[src/rtl/altpcierd_irq_msi_gen.sv]
`default_nettype none
// ============================================================================
//  Module      : altpcierd_irq_msi_gen
//  Description : Interrupt requester. Latches per-source interrupt pulses and
//                forwards them to the PCIe Hard IP as MSI (req/ack) when MSI
//                and bus mastering are enabled, else as legacy INTx.
//  Revision    : 1.0 - initial release
// ============================================================================
module altpcierd_irq_msi_gen #(
    parameter int NUM_SRC    = 4,
    parameter int MSI_TC     = 0,
    parameter int GAP_CYCLES = 4
) (
    input  logic               pld_clk,
    input  logic               rstn,
    input  logic [NUM_SRC-1:0] irq_src,
    input  logic [NUM_SRC-1:0] irq_clr,
    input  logic [15:0]        cfg_msicsr,
    input  logic [15:0]        cfg_prmcsr,
    output logic               app_msi_req,
    input  logic               app_msi_ack,
    output logic [4:0]         app_msi_num,
    output logic [2:0]         app_msi_tc,
    output logic               app_int_sts,
    input  logic               app_int_ack,
    output logic [NUM_SRC-1:0] irq_pending,
    output logic [15:0]        msi_sent_cnt
);

    localparam int SW = (NUM_SRC > 1) ? $clog2(NUM_SRC) : 1;

    typedef enum logic [2:0] {
        S_IDLE          = 3'd0,
        S_MSI_REQ       = 3'd1,
        S_MSI_GAP       = 3'd2,
        S_INTX_ASSERT   = 3'd3,
        S_INTX_ON       = 3'd4,
        S_INTX_DEASSERT = 3'd5
    } state_t;

    state_t             r_state;
    logic [NUM_SRC-1:0] r_pending;
    logic [SW-1:0]      r_rr_ptr;
    logic [SW-1:0]      r_sel;
    logic [7:0]         r_gap_cnt;
    logic               r_msi_req;
    logic [4:0]         r_msi_num;
    logic               r_int_sts;
    logic [15:0]        r_cnt;

    logic               w_msi_mode;
    logic               w_intx_ok;
    logic               w_any;
    logic               w_msi_ack;
    logic [NUM_SRC-1:0] w_clr;
    logic [2:0]         w_mme;
    logic [4:0]         w_alloc_m1;
    logic               w_found;
    logic [SW-1:0]      w_sel;
    logic [SW:0]        w_idx;
    logic [4:0]         w_sel5;
    logic [4:0]         w_vec;
    logic [SW-1:0]      w_rr_next;
    logic               w_unused_cfg;

    assign w_msi_mode = cfg_msicsr[0] & cfg_prmcsr[2];
    assign w_intx_ok  = ~w_msi_mode & ~cfg_prmcsr[10];
    assign w_any      = |r_pending;
    assign w_msi_ack  = (r_state == S_MSI_REQ) & app_msi_ack;
    assign w_clr      = irq_clr | (w_msi_ack ? (NUM_SRC'(1) << r_sel) : '0);
    assign w_mme      = cfg_msicsr[6:4];

    // Config bits this block does not look at, folded so they are visibly consumed
    assign w_unused_cfg = ^{cfg_msicsr[15:7], cfg_msicsr[3:1],
                            cfg_prmcsr[15:11], cfg_prmcsr[9:3], cfg_prmcsr[1:0]};

    // Highest vector index granted by MME; MME above 5 saturates at 32 vectors
    always_comb begin
        w_alloc_m1 = 5'd31;
        case (w_mme)
            3'd0:    w_alloc_m1 = 5'd0;
            3'd1:    w_alloc_m1 = 5'd1;
            3'd2:    w_alloc_m1 = 5'd3;
            3'd3:    w_alloc_m1 = 5'd7;
            3'd4:    w_alloc_m1 = 5'd15;
            default: w_alloc_m1 = 5'd31;
        endcase
    end

    // Round-robin pick: first pending source at or after rr_ptr, wrapping
    always_comb begin
        w_found = 1'b0;
        w_sel   = r_rr_ptr;
        w_idx   = '0;
        for (int k = 0; k < NUM_SRC; k++) begin
            w_idx = {1'b0, r_rr_ptr} + (SW+1)'(k);
            if (w_idx >= (SW+1)'(NUM_SRC)) begin
                w_idx = w_idx - (SW+1)'(NUM_SRC);
            end
            if (!w_found && r_pending[w_idx[SW-1:0]]) begin
                w_found = 1'b1;
                w_sel   = w_idx[SW-1:0];
            end
        end
    end

    assign w_sel5    = 5'(w_sel);
    assign w_vec     = (w_sel5 > w_alloc_m1) ? w_alloc_m1 : w_sel5;
    assign w_rr_next = (r_sel == SW'(NUM_SRC - 1)) ? '0 : r_sel + SW'(1);

    // Pending bits: a new event in the same cycle outranks any clear
    always_ff @(posedge pld_clk or negedge rstn) begin
        if (!rstn) begin
            r_pending <= '0;
        end else begin
            r_pending <= (r_pending & ~w_clr) | irq_src;
        end
    end

    // Request FSM: MSI handshake with post-ack gap, or INTx assert/deassert handshake
    always_ff @(posedge pld_clk or negedge rstn) begin
        if (!rstn) begin
            r_state   <= S_IDLE;
            r_rr_ptr  <= '0;
            r_sel     <= '0;
            r_gap_cnt <= '0;
            r_msi_req <= 1'b0;
            r_msi_num <= '0;
            r_int_sts <= 1'b0;
            r_cnt     <= '0;
        end else begin
            case (r_state)
                S_IDLE: begin
                    if (w_msi_mode && w_any) begin
                        r_sel     <= w_sel;
                        r_msi_num <= w_vec;
                        r_msi_req <= 1'b1;
                        r_state   <= S_MSI_REQ;
                    end else if (w_intx_ok && w_any) begin
                        r_int_sts <= 1'b1;
                        r_state   <= S_INTX_ASSERT;
                    end
                end
                // A posted request is never withdrawn, whatever the config does
                S_MSI_REQ: begin
                    if (app_msi_ack) begin
                        r_msi_req <= 1'b0;
                        r_cnt     <= r_cnt + 16'd1;
                        r_rr_ptr  <= w_rr_next;
                        r_gap_cnt <= 8'(GAP_CYCLES);
                        r_state   <= S_MSI_GAP;
                    end
                end
                S_MSI_GAP: begin
                    if (r_gap_cnt == 8'd0) begin
                        r_state <= S_IDLE;
                    end else begin
                        r_gap_cnt <= r_gap_cnt - 8'd1;
                    end
                end
                S_INTX_ASSERT: begin
                    if (app_int_ack) begin
                        r_state <= S_INTX_ON;
                    end
                end
                S_INTX_ON: begin
                    if (!(w_any && w_intx_ok)) begin
                        r_int_sts <= 1'b0;
                        r_state   <= S_INTX_DEASSERT;
                    end
                end
                S_INTX_DEASSERT: begin
                    if (app_int_ack) begin
                        r_state <= S_IDLE;
                    end
                end
                default: begin
                    r_msi_req <= 1'b0;
                    r_int_sts <= 1'b0;
                    r_state   <= S_IDLE;
                end
            endcase
        end
    end

    assign app_msi_req  = r_msi_req;
    assign app_msi_num  = r_msi_num;
    assign app_msi_tc   = 3'(MSI_TC);
    assign app_int_sts  = r_int_sts;
    assign irq_pending  = r_pending;
    assign msi_sent_cnt = r_cnt;

endmodule
`default_nettype wire

[config.mk]
export PLATFORM = sky130hd
export DESIGN_NAME = altpcierd_irq_msi_gen
export DESIGN_NICKNAME = d
export VERILOG_FILES = /design/src/rtl/altpcierd_irq_msi_gen.sv
export SDC_FILE = /design/constraint.sdc
export NUM_CORES = 1
export LEC_CHECK = 0
export BUFFER_PORTS_ARGS = -buffer_cell sky130_fd_sc_hd__buf_4
export CAP_MARGIN = 20
export CORE_AREA = 3 3 82 65
export CTS_CLUSTER_SIZE = 28
export DETAILED_ROUTE_END_ITERATION = 8
export DIE_AREA = 0 0 85 68
export PLACE_DENSITY = 0.76
export SYNTH_ARGS = -nofsm -noshare
export SYNTH_HDL_FRONTEND = slang
export SYNTH_SLANG_ARGS = --single-unit
[constraint.sdc]
create_clock -name pld_clk -period 2.2 [get_ports pld_clk]
set_input_delay 0.66 -clock pld_clk [delete_from_list [all_inputs] [get_ports pld_clk]]
set_output_delay 0.66 -clock pld_clk [all_outputs]
set_load 0.005 [all_outputs]
==> results of run 1 <==
## cells by family after synthesis
kind of cell | count (synthesis) | synth area share, %
adders and majority gates | 9 | 5.01
muxes | 4 | 2.01
other | 1 | 0.167
and+or+nand+nor | 88 | 22.0
DFF | 42 | 46.8
AOI/OAI and AO/OA | 44 | 13.4
xor gates and xnor gates | 16 | 6.24
buffers and inverters | 22 | 4.34
## final timing paths
| kind | endpoint | slack [ns] |
|---|---|---|
| min in group pld_clk | msi_sent_cnt[15] | 0.47 |
| max reg2reg | app_msi_num[0] | 0.02 |
| max | app_msi_num[0] | 0.02 |
| min reg2reg | msi_sent_cnt[15] | 0.47 |
| max in group asynchronous | r_gap_cnt[7] | 1.50 |
| min | msi_sent_cnt[15] | 0.34 |
## registers in the layout, summed over array words and instances (netlist names)
name,flops
app_int_sts,1
app_msi_num,5
app_msi_req,1
irq_pending,4
msi_sent_cnt,16
r_gap_cnt,8
r_rr_ptr,2
r_sel,2
r_state,3
## per-layer routing
| layer | share of wire (%) | up-vias | global-route usage (%) |
|---|---|---|---|
| met3 | 6.0 | 2 | 4.45 |
| met4 | 0.42 | 0 | 4.15 |
| li1 | - | 909 | - |
| met2 | 45 | 47 | 27.1 |
| met5 | 0 | - | 0 |
| met1 | 49 | 872 | 24.1 |
## worst max-delay path, delay by kind of cell (launching register included)
| kind | cells | cell delay (ns) |
|---|---|---|
| simple gates | 5 | 1.03 |
| flops | 1 | 0.41 |
| compound gates | 2 | 0.40 |
| fa+ha+maj | 1 | 0.24 |
## power breakdown
part           internal [W]  switching [W]
Clock              0.000334       0.000266
Combinational      0.000581       0.000603
Sequential         0.000964       0.000187
## what timing repair did
item / in CTS / in global routing
hold buffers: 0 / 0
gates resized for setup: 2 / 0
setup endpoints to repair: 1 / 1
buffers inserted: 0 / 0
## placed cells by master (no fill, tap or decap), types with 3 or more instances in the layout
cell type / Yosys / routed
a21oi_1: 6 / 6
a31o_1: 4 / 4
and2_1: 4 / 4
and3_1: 3 / 3
buf_4: 3 / 55
clkbuf_8: 0 / 5
conb_1: 1 / 3
dfrtp_1: 42 / 42
ha_1: 9 / 9
inv_1: 12 / 12
nand2_1: 22 / 21
nand2b_1: 3 / 3
nand3_1: 7 / 7
nand4_1: 4 / 4
nor2_1: 10 / 10
nor2b_1: 8 / 8
nor4_1: 4 / 4
o21ai_0: 4 / 4
o21ai_1: 5 / 5
o22ai_1: 3 / 3
o31ai_1: 6 / 6
or3_1: 5 / 5
or4_1: 5 / 4
xnor2_1: 10 / 10
xor2_1: 6 / 6
## through the flow
| stage | power, W | setup slack [ns] | hold slack [ns] | TNS [ns] |
|---|---|---|---|---|
| 2_1_floorplan | 0.00192 | 0.134 | 0.364 | 0 |
| 3_3_place_gp | 0.00229 | 0.0581 | 0.463 | 0 |
| 3_5_place_dp | 0.00234 | -0.0190 | 0.469 | -0.0190 |
| 4_1_cts | 0.00295 | 0.0144 | 0.363 | 0 |
| 5_1_grt | 0.00319 | -0.0801 | 0.381 | -0.0801 |
| 6_report | 0.00294 | 0.0177 | 0.339 | 0 |
## area by class of cell
| cell class | instances | area [µm²] |
|---|---|---|
| sequential | 42 | 1050 |
| timing repair buffer | 55 | 413 |
| fill | 370 | 1690 |
| clock buffer | 5 | 68.8 |
| multi-input combinational | 164 | 1120 |
| clock inverter | 3 | 40.0 |
| tap | 57 | 71.3 |
| inverter | 12 | 45.0 |
==> metrics.yaml, run 1 <==
rows: 21
synth-seq-cells: 42
tightest_slew_ns: 0.534
synth_common_cells: "dfrtp_1 (42), nand2_1 (22), inv_1 (12)"
peakVddDrop_mv: 0.604
crit_type: "reg2reg"
ys_top_cells_by_area: "dfrtp_1 (47%), ha_1 (5.0%), xnor2_1 (3.9%)"
avgSynthCellArea_um2: 9.94
synth_cell_types: 51
hold_viol: 0
dieWidth_um: 85
drv_slew: 0
leakagePower_nw: 1.36
synth-main-ff-cell: "dfrtp_1"
max_freq_ghz: 0.458
cp.arrival_ns: 2.38
core_um2: 4490
track_usage_pct: 17.3
crit_chain: "nor2b_1 -> or4_4 -> nand2_2 -> ha_1 -> nor2b_1 -> o21a_1 -> nor2b_1 -> o31ai_1"
diodes: 0
drive_gt1_share_pct: 24.6
max_slew_margin_pct: 63.5
cp_common_cell: "nor2b_1"
critPathCaptureType: "flip-flop"
vias: 1830
wirelength_um: 4560
synth_edf_count: 0
dp.cells: 330
grt_pass1_wl_um: 8020
grt_overflow: 0
grt_max_degree: 43
area_delta_synth_final_pct: 25.0
clk_latency_ns: 0.29
fin_crit_sh_pct: 99.2
max_cap_violations: 0
numCtsBuffers: 5
io_pins: 74
crit_required_ns: 2.39
synth_area_leader_cell: "dfrtp_1"
vias_per_cell: 5.41
p_per_area_nw_per_um2: 1050
hold_class: "in2async"
first_iter_violations: 129
r2r_start: "irq_pending[0]"
syn_area_um2: 2250
period_minus_slack_ns: 2.18
die_area_um2: 5780
synthCells: 226
ant_nets: 0
antenna_found_initial: 0
htreeDepth: 2
clk_pin_slew_ns: 0.08
async_flop_share_pct: 100
cpMaxStageDelayCell: "or4_4"
dp_hpwl_um: 3450
ys_seq_area_share_pct: 46.8
rsz0062_at_grt: "true"
placed_cell_area_um2: 2690
worstSetupStartpointType: "flip-flop"
fin_cells: 338
clock_path_buffers: 2
wl_per_cell_um: 13.5
status: "finished clean"
grt_pass1_vias: 1793
cts_tree: "done"
slowest_delay_ns: 0.52
synth_most_common_cell: "dfrtp_1"
yosysTopAreaCellShare_pct: 46.8
postLayoutCoreUtil_pct: 62.5
design_area_um2: 2810
finClkSkew_ns: 0.00322
io_buffers: 44
die_h_um: 68
clkSinkCount: 42
globalplace.congestion: 0.810
r2r_cells: 8
startpoint: "irq_pending[0]"
drc: 0
root_buffer: "clkbuf_8"
firstDrtPassIters: 4
crit_path_max_fanout: 4
initial_core_util_pct: 50.0
nets: 333
yosys_warnings: 0
setup_viol: 0
Note: power is estimated with default switching activity, not from simulation.
==> run 2: changes to the inputs <==
Settings changed: CORE_AREA 3 3 82 65 to 3 3 59 89, CTS_CLUSTER_DIAMETER set to 60, DIE_AREA 0 0 85 68 to 0 0 62 92.
==> run 2 against run 1 <==
  * Global-route usage rose by 0.62 points
  * Via count is 0.93% higher
  * Core utilization is 0.57 points higher
  * Routed wire length is 3.2% higher
  * Cell count is 2.7% higher
  * Flip-flop and latch count unchanged
  * Sequential share of layout area is 0.74 points lower
  * Critical endpoint unchanged
==> metrics.yaml, run 2 (synthesis results as in run 1) <==
tightest_slew_ns: 0.499
cts_tree: "done"
clock_path_buffers: 2
clk_pin_slew_ns: 0.08
largest_reg_flops: 16
cpMaxStageDelayCell: "or4_4"
max_slew_margin_pct: 65.9
ant_nets: 0
max_cap_violations: 0
finClkSkew_ns: 0.00609
clk_latency_ns: 0.29
grt_overflow: 0
antenna_found_initial: 0
layout_commonest_cell: "buf_4"
drv_slew: 0
grt_max_degree: 43
grt_pass1_wl_um: 7960
period_minus_slack_ns: 2.14
clkSinkCount: 42
p_per_area_nw_per_um2: 1050
rows: 30
initial_core_util_pct: 49.4
io_buffers: 44
vias_per_cell: 5.32
root_buffer: "clkbuf_8"
area_delta_synth_final_pct: 27.5
die_area_um2: 5700
firstDrtPassIters: 4
fill_cells: 398
worstSetupStartpointType: "flip-flop"
drive_gt1_share_pct: 26.1
diodes: 0
setup_viol: 0
status: "finished clean"
hold_class: "in2async"
fin_cells: 347
crit_path_max_fanout: 3
die_h_um: 92
multi_input_area_um2: 1150
tns_ns: 0
numCtsBuffers: 5
critPathCaptureType: "flip-flop"
crit_required_ns: 2.40
track_usage_pct: 17.9
cts-hold-fix-buffers: 0
leakagePower_nw: 1.38
peakVddDrop_mv: 0.870
first_iter_violations: 27
cts_setup_buffers: 0
cp.arrival_ns: 2.33
dieWidth_um: 62
drc: 0
cp_common_cell: "nor2b_4"
fin_crit_sh_pct: 97.1
layout_common_cells: "buf_4 (57), dfrtp_1 (42), nand2_1 (21)"
io_pins: 74
slowest_delay_ns: 0.54
max_freq_ghz: 0.468
htreeDepth: 2
wl_per_cell_um: 13.6
wirelength_um: 4710
grt_pass1_vias: 1828
hold_viol: 0
core_um2: 4540
crit_chain: "nor2b_4 -> or4_4 -> nand2_4 -> ha_4 -> nor2b_4 -> o21a_1 -> nor2b_1 -> o31ai_1"
dp.cells: 339
globalplace.congestion: 0.798
nets: 335
seq_area_um2: 1050
rsz0062_at_grt: "false"
vias: 1847
crit_type: "reg2reg"
dp_hpwl_um: 3570
-- run 2: metal layers --
metal | part of all wire, % | vias to the layer above | routed length, µm | track usage, %
li1 | - | 909 | - | -
met1 | 41 | 902 | 1930 | 21.2
met2 | 55 | 28 | 2580 | 30.7
met3 | 2.8 | 8 | 131 | 3.52
met4 | 1.4 | 0 | 68 | 6.19
met5 | 0 | - | 0 | 0
-- run 2: cell type report --
cell class	instances	area share, %
inverter	12	1.57
clock buffer	5	2.40
clock inverter	3	1.40
sequential	42	36.7
tap	64	2.80
timing repair buffer	57	14.9
multi-input combinational	164	40.2
-- run 2: path summary, 6_finish.rpt --
check                                 startpoint               end  slack (ns)  depth (start not counted)
worst min-delay path                        rstn   msi_sent_cnt[9]        0.33                          1
worst min register to register  msi_sent_cnt[15]  msi_sent_cnt[15]        0.48                          1
min in group pld_clk            msi_sent_cnt[15]  msi_sent_cnt[15]        0.48                          1
max in group asynchronous                   rstn      r_gap_cnt[0]        1.49                          1
worst max-delay path              irq_pending[0]    app_msi_num[0]        0.06                          8
worst max register to register    irq_pending[0]    app_msi_num[0]        0.06                          8
-- run 2: critical path: cells and delay by family, from the launching register on --
family          cells  cell delay, ns
simple gates        5            1.02
compound gates      2            0.42
flops               1            0.40
fa+ha+maj           1            0.20
-- run 2: report_power, final --
group | total (W) | switching (W) | internal [W]
Combinational | 0.00125 | 0.000635 | 0.000614
Sequential | 0.00115 | 0.000186 | 0.000964
Clock | 0.000596 | 0.000262 | 0.000334
Total | 0.00300 | 0.00108 | 0.00191
-- run 2: per-stage QoR --
stage	area [µm²]	util (%)	power [W]	worst slack [ns]	hold WS (ns)
after CTS	2820	62.2	0.00296	0.0515	0.358
after global routing	2860	63.0	0.00322	0.00924	0.382
after detailed placement	2720	59.8	0.00235	0.0634	0.473
after global placement	2720	59.8	0.00231	0.119	0.462
after floorplan	2250	-	0.00192	0.134	0.364
final	2860	63.0	0.00300	0.0640	0.334
-- run 2: timing repair --
item,CTS,global route
gates resized for setup,0,9
setup endpoints to repair,0,2
hold endpoints to repair,0,0
